==> src/rtl/pc_delay_pipe.sv <==
// pc_delay_pipe
//   Multi-stage PC delay line. It keeps the fetch PC aligned with the
//   instruction that leaves a multi-cycle instruction memory. Each stage
//   holds a PC and a valid bit. Stage 0 is the youngest stage, and stage
//   DEPTH-1 drives the outputs.
//
//   One action applies per rising edge, from highest to lowest priority:
//     1. reset
//     2. disable (work_ena low)
//     3. flush
//     4. jump redirect
//     5. stall
//     6. advance
//
// Ports
//   clk            system clock, rising edge
//   rst            synchronous active-high reset
//   work_ena       core enable; low behaves like reset
//   stall          hold every stage
//   flush          clear every valid bit; PCs hold
//   pc_jump        load pc_target into stage 0, squash older stages
//   pc_target      redirect PC
//   pc_i           PC from the PC generator
//   pc_valid_i     pc_i is a real fetch (low inserts a bubble)
//   pc_o           PC of the last stage
//   valid_o        valid bit of the last stage
//   stage_valid_o  valid bits of all stages, bit k = stage k
//   occupancy_o    number of valid stages
module pc_delay_pipe #(
    parameter int                  PC_WIDTH = 32,
    parameter int                  DEPTH    = 2,
    parameter logic [PC_WIDTH-1:0] RESET_PC = '0,
    localparam int                 OCC_W    = $clog2(DEPTH + 1)
) (
    input  logic                clk,
    input  logic                rst,
    input  logic                work_ena,
    input  logic                stall,
    input  logic                flush,
    input  logic                pc_jump,
    input  logic [PC_WIDTH-1:0] pc_target,
    input  logic [PC_WIDTH-1:0] pc_i,
    input  logic                pc_valid_i,
    output logic [PC_WIDTH-1:0] pc_o,
    output logic                valid_o,
    output logic [DEPTH-1:0]    stage_valid_o,
    output logic [OCC_W-1:0]    occupancy_o
);

    logic [PC_WIDTH-1:0] s_pc [DEPTH];
    logic [DEPTH-1:0]    s_v;

    always_ff @(posedge clk) begin
        if (rst || !work_ena) begin
            for (int k = 0; k < DEPTH; k++) begin
                s_pc[k] <= RESET_PC;
            end
            s_v <= '0;
        end else if (flush) begin
            // A simultaneous jump target is lost here.
            // The PC generator re-issues it.
            s_v <= '0;
        end else if (pc_jump) begin
            // Jump overrides stall. Older stages hold their PC but are squashed.
            s_pc[0] <= pc_target;
            s_v     <= '0;
            s_v[0]  <= 1'b1;
        end else if (!stall) begin
            s_pc[0] <= pc_i;
            s_v[0]  <= pc_valid_i;
            for (int k = 1; k < DEPTH; k++) begin
                s_pc[k] <= s_pc[k-1];
                s_v[k]  <= s_v[k-1];
            end
        end
    end

    assign pc_o          = s_pc[DEPTH-1];
    assign valid_o       = s_v[DEPTH-1];
    assign stage_valid_o = s_v;

    always_comb begin
        occupancy_o = '0;
        for (int k = 0; k < DEPTH; k++) begin
            occupancy_o = occupancy_o + OCC_W'(s_v[k]);
        end
    end

endmodule
==> config.mk <==
export PLATFORM = sky130hd
export DESIGN_NAME = pc_delay_pipe
export DESIGN_NICKNAME = d
export VERILOG_FILES = /design/src/rtl/pc_delay_pipe.sv
export SDC_FILE = /design/constraint.sdc
export NUM_CORES = 1
export LEC_CHECK = 0
export BUFFER_PORTS_ARGS = -buffer_cell sky130_fd_sc_hd__buf_2
export CAP_MARGIN = 20
export CORE_MARGIN = 3
export CORE_UTILIZATION = 47
export CTS_BUF_LIST = sky130_fd_sc_hd__clkbuf_4
export CTS_CLUSTER_SIZE = 25
export DETAILED_ROUTE_END_ITERATION = 7
export PLACE_DENSITY = 0.78
export SLEW_MARGIN = 30
export SYNTH_ARGS = -nofsm -noshare
export SYNTH_HDL_FRONTEND = slang
export SYNTH_SLANG_ARGS = --single-unit
==> constraint.sdc <==
create_clock -name clk -period 3.27 [get_ports clk]
set_clock_uncertainty 0.15 [all_clocks]
set_input_delay 0.1635 -clock clk [delete_from_list [all_inputs] [get_ports clk]]
set_output_delay 0.1635 -clock clk [all_outputs]
set_load 0.05 [all_outputs]
==> impl_metrics.toml <==
[outcome]
outcome = "finished, final reports clean"

[finish]
n_fill_cell = 515
layout_commonest_cell = "buf_2"
diodes = 0
layout_common_cells = "107 x buf_2, 64 x edfxtp_1, 33 x a21oi_1, 33 x dlygate4sd3_1"
nNetsFinal = 432
drive_gt1_share_pct = 46.4
multiInputGateArea_um2 = 947
area_growth_syn_to_layout_pct = 24.3
seq_area_um2 = 1960

[power]
intPower_w = 0.00125
power_leakage_nw = 1.69
p_per_area_nw_per_um2 = 421
vdd_ir_drop_max_mv = 0.209
seqPwrFrac_pct = 58.2
power_switching_share_pct = 26.3
comb_power_share_pct = 16.5
switchingPower_w = 0.000447
clockPowerShare_pct = 25.3

[critical_path]
startpoint_type = "flop"
reg2reg_slack_ps = 2290
worstSetupPathType = "flop to output port"
r2r_start = "s_pc[0][4]"
cp-end-kind = "output port"
critPathMaxFanout = 4
worstPathArrival_ps = 1260
rr_worst_depth = 1
cp.required_ps = 2960
r2r_end = "s_pc[0][36]"

[synthesis]
yosysSeqAreaShare_pct = 60.5
ys_top_cells_by_area = "edfxtp_1 59%, or3b_2 8.6%, buf_4 7.9%"
ys_warn_count = 0
yosysTopAreaCellShare_pct = 59.3
synth.cell_area_um2 = 3240
syn_area_per_cell_um2 = 12.5
synth_cell_types = 20
yosysTopAreaCell = "edfxtp_1"
synth-seq-cells = 66
syn_inst = 259
syn-num-nets = 331

[global_route]
grt_pass1_wl_mm = 10.2
grt_max_degree = 67
grt_pass1_vias = 2205
gr-usage-all-layers_pct = 17.6
grt-ovfl-total = 0
antenna_found_initial = 0

[timing]
fmax_mhz = 635
rsz0062_at_grt = "no"
finalSetupViolCount = 0
fin_setup_tns_ps = 0
drv_slew = 0
finalHoldViolCount = 0
post-route-min-period_ps = 1580
worst_slew_pin_slew_ps = 805
hold_ws_ps = 103
fin_ws_ps = 1690
max-slew-margin-rel_pct = 46.4
finalCritPeriodShare_pct = 48.2

[place]
pre_cts_slack_ps = 1140
hpwl_mm = 4.02
gp_congestion = 0.719
port_buffers = 107

[route]
ant_nets = 0
drtPass1Iterations = 4
routedWlPerCell_um = 15.2
avgViaCountPerCell = 5.12
drtIter0Drc = 133
via_count = 2258
wl_mm = 6.72
drcViolationCount = 0

[worst_hold_path]
min_delay_worst_endpoint = "s_pc[0][16]"
hold_path_class = "input pin to flop"
holdPathStages = 3
hp-start = "pc_i[16]"

[clock_network]
cts_buffer_depth = 2
cts_buffers = 9
cts_tree = "built"
htree_levels = 3
clock-sinks = 66
clock_latency_ps = 390
cts-root-buf = "clkbuf_4"
clk_pin_slew_ps = 100

[die]
ios = 108
die_area_um2 = 7930
num_rows = 29
die_w_um = 89.0
die_h_um = 89.0
initial_core_util_pct = 49.6
coreArea_um2 = 6530

[run]
drv_cap = 0
## synth_stat cells
library cell	number
nor3b_1	26
clkbuf_1	6
edfxtp_1	64
nor2b_1	2
o31ai_1	1
clkbuf_2	2
buf_2	10
inv_1	1
buf_6	2
nor3_2	1
buf_4	34
or3b_4	1
dfxtp_1	2
nor3b_2	6
nand2_1	32
or3b_2	32
a21oi_1	33
mux2i_1	2
ha_1	1
o21ai_0	1
## layer usage
| metal | vias up | wire [um] | GRT usage (%) |
|---|---|---|---|
| met5 | - | 0 | 0 |
| met4 | 0 | 317 | 13.4 |
| met3 | 23 | 359 | 3.32 |
| met2 | 87 | 3450 | 30.0 |
| met1 | 1047 | 2600 | 19.3 |
| li1 | 1101 | - | - |
## area by class of cell
type / instances / share of cell area [%]
clock buffers: 11 / 2.05
flip-flops and latches: 66 / 48.7
well taps: 77 / 2.39
multi-input cells: 138 / 23.5
repair buffers: 144 / 22.7
inverters: 1 / 0.0932
clock inverters: 4 / 0.497
## cells by family after synthesis
family | share of synthesized area, %
buffers and inverters | 11.2
adder cells (fa/ha/maj) | 0.386
AND/OR/NAND/NOR | 21.7
flip-flops | 60.5
AO/OA/AOI/OAI | 5.48
multiplexers | 0.618
## metrics by stage
step                      total power [W]  cell area, um2  utilization (%)  instances
after CTS                         0.00171            4000             61.2        440
after detailed placement          0.00125            3570             54.6        392
after floorplan                   0.00120            3250                -        259
final                             0.00170            4030             61.7        441
after global routing              0.00178            4030             61.7        441
after global placement            0.00125            3570             54.6        392
## worst max-delay path, stage by stage (launching register included)
cell     delay [ps]
dfxtp_1         350
ha_1            280
buf_2           250
## state kept, by name (all words and copies together) (netlist names)
register and cells:
stage_valid_o 2, s_pc 64
## how the worst max path moves through the flow
stage / slack [ps] / startpoint / to
2_1_floorplan: 630 / stall / s_pc[0][0]
3_3_place_gp: 1220 / pc_jump / s_pc[0][23]
3_5_place_dp: 1140 / pc_jump / s_pc[0][6]
4_1_cts: 1570 / pc_jump / s_pc[0][28]
5_1_grt: 1610 / stage_valid_o[1] / occupancy_o[0]
6_report: 1690 / stage_valid_o[1] / occupancy_o[0]
## what timing repair did
item	in CTS	in global routing
resized for setup	0	0
endpoints found under the hold margin	33	0
buffers inserted	0	0
hold buffers	33	0
## power by group through the flow
stage          combinational [W]  sequential, W  clock [W]
2_1_floorplan           0.000195        0.00101          0
3_3_place_gp            0.000240        0.00101          0
3_5_place_dp            0.000245        0.00101          0
4_1_cts                 0.000276       0.000988   0.000444
5_1_grt                 0.000299       0.000992   0.000485
6_report                0.000280       0.000988   0.000429
Note: power is estimated with default switching activity, not from simulation.
